[config.mk]
export PLATFORM = sky130hd
export DESIGN_NAME = vm2002_coin_acceptor
export DESIGN_NICKNAME = d
export VERILOG_FILES = /design/src/rtl/vm2002_coin_acceptor.sv
export SDC_FILE = /design/constraint.sdc
export NUM_CORES = 1
export LEC_CHECK = 0
export BUFFER_PORTS_ARGS = -buffer_cell sky130_fd_sc_hd__buf_2
export CAP_MARGIN = 20
export CORE_MARGIN = 10
export CORE_UTILIZATION = 25
export DETAILED_ROUTE_END_ITERATION = 16
export REMOVE_ABC_BUFFERS = 1
export SLEW_MARGIN = 40
export SYNTH_ARGS = -nofsm -noshare
export SYNTH_HDL_FRONTEND = slang
export SYNTH_SLANG_ARGS = --single-unit
[constraint.sdc]
create_clock -name clk -period 2.2 [get_ports clk]
set_clock_uncertainty 0.1 [all_clocks]
set_input_delay 0 -clock clk [delete_from_list [all_inputs] [get_ports clk]]
set_output_delay 0 -clock clk [all_outputs]
set_load 0.01 [all_outputs]
[src/rtl/vm2002_coin_acceptor.sv]
// vm2002_coin_acceptor
// Coin front end that sits directly upstream of vm2002 and feeds its amount
// input. Each nonzero coin code is converted to cents and added to a running
// credit, unless that would push the credit past MAX_AMOUNT. An inactivity
// timer refunds an abandoned credit. vm2002 either consumes the credit (done)
// or the customer cancels it (srst), which returns the credit through a
// one-cycle refund pulse.
//
// Ports
//   clk            in   system clock, rising edge
//   hrst_n         in   hard reset, asynchronous, active-low
//   srst           in   soft reset / cancel, synchronous, active-high
//   insert_coins   in   coin entry enabled by vm2002 (level)
//   coins[1:0]     in   coin code: 00 none, 01/10/11 = C1/C2/C3
//   done           in   credit consumed by vm2002 (1-cycle pulse)
//   amount[7:0]    out  current credit in cents
//   coin_accept    out  pulse: coin sampled last cycle was added
//   coin_reject    out  pulse: coin sampled last cycle was returned
//   refund         out  pulse: credit returned to customer
//   refund_amount  out  credit returned, nonzero only while refund=1
//   timeout        out  pulse: inactivity timer expired
module vm2002_coin_acceptor #(
  parameter int MAX_AMOUNT     = 255,
  parameter int TIMEOUT_CYCLES = 100,
  parameter int VAL_C1         = 5,
  parameter int VAL_C2         = 10,
  parameter int VAL_C3         = 25
) (
  input  logic       clk,
  input  logic       hrst_n,
  input  logic       srst,
  input  logic       insert_coins,
  input  logic [1:0] coins,
  input  logic       done,
  output logic [7:0] amount,
  output logic       coin_accept,
  output logic       coin_reject,
  output logic       refund,
  output logic [7:0] refund_amount,
  output logic       timeout
);

  // Counter must hold values up to TIMEOUT_CYCLES-1; keep at least one bit.
  localparam int CNT_W = (TIMEOUT_CYCLES > 1) ? $clog2(TIMEOUT_CYCLES) : 1;

  typedef enum logic [1:0] {
    IDLE    = 2'd0,
    COLLECT = 2'd1,
    REFUND  = 2'd2
  } state_t;

  state_t           state_q, state_d;
  logic [7:0]       amount_q, amount_d;
  logic [CNT_W-1:0] idle_cnt_q, idle_cnt_d;
  logic             coin_accept_q, coin_accept_d;
  logic             coin_reject_q, coin_reject_d;
  logic             refund_q, refund_d;
  logic [7:0]       refund_amount_q, refund_amount_d;
  logic             timeout_q, timeout_d;

  logic [7:0]       coin_value;
  logic             coin_present;
  logic [8:0]       sum;
  logic             coin_fits;
  logic             coin_ok;
  logic             expired;

  // Coin decode and the 9-bit sum, so an oversize total is seen as such
  // instead of wrapping back into range.
  always_comb begin
    coin_value = 8'd0;
    unique case (coins)
      2'b01:   coin_value = 8'(VAL_C1);
      2'b10:   coin_value = 8'(VAL_C2);
      2'b11:   coin_value = 8'(VAL_C3);
      default: coin_value = 8'd0;
    endcase
    coin_present = (coins != 2'b00);
    sum          = {1'b0, amount_q} + {1'b0, coin_value};
    coin_fits    = (sum <= 9'(MAX_AMOUNT));
    coin_ok      = insert_coins && coin_present && coin_fits;
    expired      = (idle_cnt_q == CNT_W'(TIMEOUT_CYCLES - 1));
  end

  // Next-state and output logic. The idle counter defaults to clear, so it
  // only survives in COLLECT cycles that neither accept a coin nor leave.
  // Expiry is suppressed by an accepted coin in the same cycle.
  always_comb begin
    state_d         = state_q;
    amount_d        = amount_q;
    idle_cnt_d      = '0;
    coin_accept_d   = 1'b0;
    coin_reject_d   = 1'b0;
    refund_d        = 1'b0;
    refund_amount_d = 8'd0;
    timeout_d       = 1'b0;

    unique case (state_q)
      IDLE: begin
        amount_d      = 8'd0;
        coin_reject_d = coin_present;
        if (insert_coins) begin
          state_d = COLLECT;
        end
      end

      COLLECT: begin
        if (srst) begin
          coin_reject_d = coin_present;
          state_d       = (amount_q != 8'd0) ? REFUND : IDLE;
        end else if (done) begin
          coin_reject_d = coin_present;
          amount_d      = 8'd0;
          state_d       = IDLE;
        end else if (expired && !coin_ok) begin
          timeout_d     = 1'b1;
          coin_reject_d = coin_present;
          state_d       = (amount_q != 8'd0) ? REFUND : IDLE;
        end else if (coin_ok) begin
          coin_accept_d = 1'b1;
          amount_d      = sum[7:0];
        end else begin
          coin_reject_d = coin_present;
          idle_cnt_d    = idle_cnt_q + CNT_W'(1);
        end
      end

      // The credit is still held in amount_q here; it is moved onto
      // refund_amount and cleared in one step.
      REFUND: begin
        refund_d        = 1'b1;
        refund_amount_d = amount_q;
        amount_d        = 8'd0;
        coin_reject_d   = coin_present;
        state_d         = IDLE;
      end

      default: begin
        amount_d = 8'd0;
        state_d  = IDLE;
      end
    endcase
  end

  // State and output registers; hard reset drops any held credit silently.
  always_ff @(posedge clk or negedge hrst_n) begin
    if (!hrst_n) begin
      state_q         <= IDLE;
      amount_q        <= 8'd0;
      idle_cnt_q      <= '0;
      coin_accept_q   <= 1'b0;
      coin_reject_q   <= 1'b0;
      refund_q        <= 1'b0;
      refund_amount_q <= 8'd0;
      timeout_q       <= 1'b0;
    end else begin
      state_q         <= state_d;
      amount_q        <= amount_d;
      idle_cnt_q      <= idle_cnt_d;
      coin_accept_q   <= coin_accept_d;
      coin_reject_q   <= coin_reject_d;
      refund_q        <= refund_d;
      refund_amount_q <= refund_amount_d;
      timeout_q       <= timeout_d;
    end
  end

  assign amount        = amount_q;
  assign coin_accept   = coin_accept_q;
  assign coin_reject   = coin_reject_q;
  assign refund        = refund_q;
  assign refund_amount = refund_amount_q;
  assign timeout       = timeout_q;

endmodule
==> run_results.csv, run 1 <==
group,metric,value,unit
cells_and_area,layout_commonest_cell,"dfrtp_1",
die,core-area,5473,um^2
synth,synth_area,1401,um^2
detailed_routing,drt-pass1-iter-count,4,
cells_and_area,diodes,0,
detailed_routing,remaining_drc_errors,0,
synth,ys_seq_area_share,51.79,%
synth,synth_seq_cells,29,
synth,synthArstFlopShare,100.0,%
timing,finalHoldWorstSlack,3.671,ps
critical_path,slowest_stage,"or4_1",
timing,fin_ws,19.08,ps
cells_and_area,fin_nets,194,
die,die_h,94.87,um
clock_network,insertion_delay,280,ps
critical_path,path_delay_family,"compound AO/OA/AOI/OAI gates",
global_route,antenna_found_initial,0,
critical_path,cp.arrival,2290,ps
global_route,use_met2,10.98,%
detailed_routing,viasPerCell,4.502,
clock_network,root_buffer,"clkbuf_8",
placed_design,hpwlAfterDp,2591,um
detailed_routing,ant_nets,0,
timing,rsz0062_at_grt,"true",
critical_path,setup.worst_path.end_class,"flop",
timing,period_minus_slack,2181,ps
synth,synthFlopType,"dfrtp_1",
critical_path,path_class,"reg2reg",
global_route,met3_usage,1.427,%
clock_network,path_clk_slew,60,ps
synth,syn_avg_cell_area,10.54,um^2
pwr,power_density,711.7,nW/um^2
detailed_routing,wire_per_inst,13.42,um
detailed_routing,num_vias,1139,
global_route,top_usage_layer,"met1",
timing,setup_viol,0,
global_route,grt_max_degree,30,
critical_path,critPathLaunchType,"flop",
clock_network,cts.sinks,29,
cells_and_area,syn_to_final_growth,34.29,%
placed_design,port_buffers,26,
die,rows,27,
critical_path,path_cells,"ha_2, fa_2, a211oi_4, o211a_1, o31ai_2, or4_1, a21oi_1",
outcome,outcome,"complete, no violations",
global_route,grt_overflow,0,
placed_design,place_ws,-98.55,ps
global_route,grt_use_met1,11.75,%
critical_path,critPathMaxStageDelay,400,ps
die,die_x,94.87,um
synth,ys_warn_count,0,
die,die_area,9000,um^2
pwr,irDropWorstVdd,255.1,uV
detailed_routing,drt_iter0_markers,41,
clock_network,htree_levels,2,
clock_network,cts.path.max_buffers,2,
timing,finalHoldViolCount,0,
job,drv_cap,0,
clock_network,cts_tree,"done",
cells_and_area,fill_cells,590,
global_route,grt_util_all_layers,8.018,%
placed_design,dpl_cell_area,1704,um^2
placed_design,place_congestion,0.7674,
cells_and_area,register_area,725.7,um^2
timing,worst_pin_slew,635.0,ps
cells_and_area,multi_input_area,671.9,um^2
critical_path,crit_fanout,5,
hold_path,min_path_type,"in2reg",
synth,ys_types,38,
cells_and_area,drive_gt1_share,31.49,%
cells_and_area,design_area,1882,um^2
clock_network,cts_made_buffers,5,
cells_and_area,layout_common_cells,"dfrtp_1 (29), buf_2 (26), buf_4 (15)",
global_route,grt_pass1_vias,1149,
synth,synth_edf_count,0,
die,initial_core_util,25.61,%
pwr,leakagePower,0.9391,nW
timing,fmax,458.5,MHz
timing,period_share,99.13,%
global_route,grt_pass1_wl,5754,um
timing,drv_slew,0,
detailed_routing,routed_wl,3394,um
pwr,fin_total_pwr,1.339,mW
synth,synthCells,133,
timing,maxSlewHeadroom,57.67,%
die,io_pins,27,
critical_path,worstPathBufferInverterCount,0,
critical_path,crit_required,2300,ps
[final timing paths]
kind | startpoint | endpoint | slack, ps | cells after the start
setup / recovery | amount[0] | amount[7] | 20 | 7
hold / removal | done | coin_reject | 4 | 3
setup reg to reg | amount[0] | amount[7] | 20 | 7
hold reg to reg | idle_cnt_q[0] | idle_cnt_q[0] | 350 | 1
max in group asynchronous | hrst_n | state_q[0] | 1400 | 2
min in group asynchronous | hrst_n | coin_accept | 180 | 2
[tightest hold or removal path, delay by kind of cell]
family                 cells  cell delay, ps
buffers and inverters      1              90
AOI/OAI and AO/OA          1             180
and+or+nand+nor            1              60
[kinds of logic (layout without fill, tap and decap cells)]
logic type	count (synthesis)	in the layout	share of synthesized area (%)
and+or+nand+nor	50	50	18.21
xor gates and xnor gates	6	6	3.750
AOI/OAI and AO/OA	34	34	17.32
DFF	29	29	51.79
adders and majority gates	7	7	6.786
buffers and inverters	7	55	2.143
[registers in the layout, indices dropped and copies added, names as in the netlist]
| name | count |
|---|---|
| amount | 8 |
| coin_accept | 1 |
| refund | 1 |
| refund_amount | 8 |
| idle_cnt_q | 7 |
| timeout | 1 |
| coin_reject | 1 |
| state_q | 2 |
[routing by layer]
layer | share of wire, % | wire, um
met4 | 1.9 | 65
met3 | 4.6 | 157
met1 | 53 | 1811
met2 | 40 | 1359
met5 | 0 | 0
[repair_timing]
item                                    in CTS  in global routing
setup buffers                                1                  1
pin swaps                                    4                  3
endpoints found under the setup margin      13                 20
gates resized for setup                      2                  4
hold buffers                                 2                  0
endpoints found under the hold margin       30                  0
[power breakdown]
group          switching (mW)  internal, mW  total [mW]
sequential             0.0124         0.552       0.564
clock                   0.203         0.369       0.571
combinational           0.120        0.0837       0.204
[stage by stage]
stage,instances,setup TNS (ps),util (%)
floorplan,130,-277.1,-
global placement,241,-121.1,31.14
detailed placement,241,-253.3,31.14
CTS,252,0,33.86
global route,253,-442.9,34.39
finish,253,0,34.39
[synth_stat cells (4+ instances only)]
cell type / instances / area, um^2
dfrtp_1: 29 / 725.7
a21oi_1: 5 / 25.02
nor2_1: 15 / 56.30
o21ai_0: 6 / 30.03
xnor2_1: 4 / 35.03
ha_1: 6 / 75.07
nand2_1: 8 / 30.03
inv_1: 4 / 15.01
and2_1: 9 / 56.30
[area by class of cell]
cell class	count	share of cell area, %
multi-input combinational	97	35.70
tap	72	4.787
timing repair buffer	43	13.96
clock inverter	1	1.596
inverter	4	0.7979
clock buffer	7	4.588
sequential	29	38.56
Note: power is estimated with default switching activity, not from simulation.
==> run 2, diff against run 1 <==
--- a/config.mk
+++ b/config.mk
@@ -8,8 +8,10 @@
 export BUFFER_PORTS_ARGS = -buffer_cell sky130_fd_sc_hd__buf_2
 export CAP_MARGIN = 20
 export CORE_MARGIN = 10
-export CORE_UTILIZATION = 25
+export CORE_UTILIZATION = 48
 export DETAILED_ROUTE_END_ITERATION = 16
+export GPL_TIMING_DRIVEN = 0
+export PLACE_DENSITY = 0.74
 export REMOVE_ABC_BUFFERS = 1
 export SLEW_MARGIN = 40
 export SYNTH_ARGS = -nofsm -noshare
==> run_results.csv, run 2 (synthesis gave the netlist of run 1 again) <==
group,metric,value,unit
clock_network,path_clk_slew,90,ps
cells_and_area,fill_cells,212,
outcome,violations,"setup timing",
timing,period_minus_slack,2237,ps
placed_design,port_buffers,26,
cells_and_area,drive_gt1_share,29.61,%
global_route,grt_util_all_layers,11.72,%
timing,maxSlewHeadroom,59.94,%
timing,rsz0062_at_grt,"true",
critical_path,crit_fanout,5,
detailed_routing,remaining_drc_errors,0,
global_route,grt_pass1_wl,5037,um
die,die_area,5480,um^2
cells_and_area,multi_input_area,715.7,um^2
clock_network,cts.sinks,29,
die,core-area,2781,um^2
hold_path,min_path_type,"in2reg",
cells_and_area,register_area,725.7,um^2
timing,fin_ws,-36.61,ps
cells_and_area,layout_common_cells,"dfrtp_1 (29), buf_2 (26), nor2_1 (14)",
pwr,irDropWorstVdd,879.4,uV
cells_and_area,syn_to_final_growth,32.86,%
global_route,grt_overflow,0,
timing,drv_slew,0,
timing,tns,-107.9,ps
cells_and_area,layout_commonest_cell,"dfrtp_1",
die,die_x,74.03,um
timing,worst_pin_slew,601.0,ps
cells_and_area,instances_no_fill,210,
placed_design,placed_cells,187,
clock_network,insertion_delay,320,ps
critical_path,cp.arrival,2390,ps
clock_network,root_buffer,"clkbuf_4",
clock_network,cts.path.max_buffers,2,
global_route,grt_pass1_vias,1148,
detailed_routing,drt-pass1-iter-count,4,
cells_and_area,fin_util,66.94,%
clock_network,htree_levels,2,
outcome,outcome,"complete, but fails checks",
detailed_routing,viasPerCell,5.605,
pwr,power_density,702.4,nW/um^2
detailed_routing,wire_per_inst,15.24,um
critical_path,r2r_slack,-40,ps
timing,setup_viol,8,
critical_path,setup.worst_path.end_class,"flop",
cells_and_area,fin_nets,192,
job,drv_cap,0,
global_route,antenna_found_initial,0,
clock_network,cts_tree,"done",
detailed_routing,num_vias,1177,
detailed_routing,routed_wl,3201,um
placed_design,place_congestion,0.7784,
timing,finalHoldViolCount,0,
critical_path,path_class,"reg2reg",
timing,fmax,447.1,MHz
detailed_routing,ant_nets,0,
placed_design,hpwlAfterDp,2283,um
critical_path,critPathLaunchType,"flop",
timing,period_share,101.7,%
die,io_pins,27,
clock_network,cts_made_buffers,5,
die,initial_core_util,50.38,%
die,rows,19,
detailed_routing,drt_iter0_markers,74,
global_route,grt_max_degree,30,
cells_and_area,diodes,0,
pwr,leakagePower,0.9368,nW
die,die_h,74.03,um
critical_path,crit_required,2350,ps
run 2: cell count changes in the layout (fill, tap and decap cells not counted), moves of 2 or more:
cell / change
buf_4: -8
clkbuf_4: +5
clkbuf_8: -6
dlygate4sd3_1: +5
o21ai_0: -2
run 2: what timing repair did:
item,4_1_cts,5_1_grt
cloned,0,0
pin swaps,11,8
endpoints found under the setup margin,20,18
endpoints found under the hold margin,37,0
resized for setup,8,7
buffers inserted,5,3
hold buffers,7,0
run 2: layout make-up:
cell class	count	share of cell area, %
clock buffers	5	2.016
clock inverters	3	3.495
inverters	4	0.8064
multi-input cells	97	38.44
well taps	31	2.083
flip-flops and latches	29	38.98
repair buffers	41	14.18
run 2: report_power, final:
group	leakage, nW	internal (mW)	switching (mW)	total (mW)
registers	0.399	0.551	0.0190	0.570
clock network	0.0552	0.352	0.181	0.533
logic	0.483	0.0849	0.120	0.205
run 2: critical path, stage by stage, from the launching register on:
cell and delay, ps:
dfrtp_1 420, ha_4 170, fa_2 360, a211oi_4 280, o211a_1 220, o31ai_4 80, or4_1 400, a21oi_1 130
run 2: routing by layer:
layer  GRT usage (%)  part of all wire, %  vias to the layer above
met5               0                    0                        -
met4           7.246                  1.5                        0
met3           2.793                  5.9                        4
met2           20.74                   52                       29
met1           12.21                   40                      579
li1                -                    -                      565
run 2: path summary, 6_finish.rpt:
kind / endpoint / cells after the start / startpoint
worst max register to register: amount[7] / 7 / amount[0]
worst min-delay path: amount[0] / 3 / coins[0]
worst min register to register: idle_cnt_q[0] / 1 / idle_cnt_q[0]
min in group asynchronous: refund / 2 / hrst_n
worst max-delay path: amount[7] / 7 / amount[0]
max in group asynchronous: amount[6] / 2 / hrst_n
run 2: metrics by stage:
stage | setup WS [ps] | area [um^2] | hold WS (ps) | total power [mW]
finish | -36.61 | 1862 | 53.12 | 1.308
global route | -157.3 | 1862 | 57.78 | 1.369
CTS | -47.99 | 1808 | 24.83 | 1.303
detailed placement | -356.1 | 1555 | -54.82 | 0.7368
global placement | -289.4 | 1555 | -65.68 | 0.7289
floorplan | -185.4 | 1386 | -395.6 | 0.6776
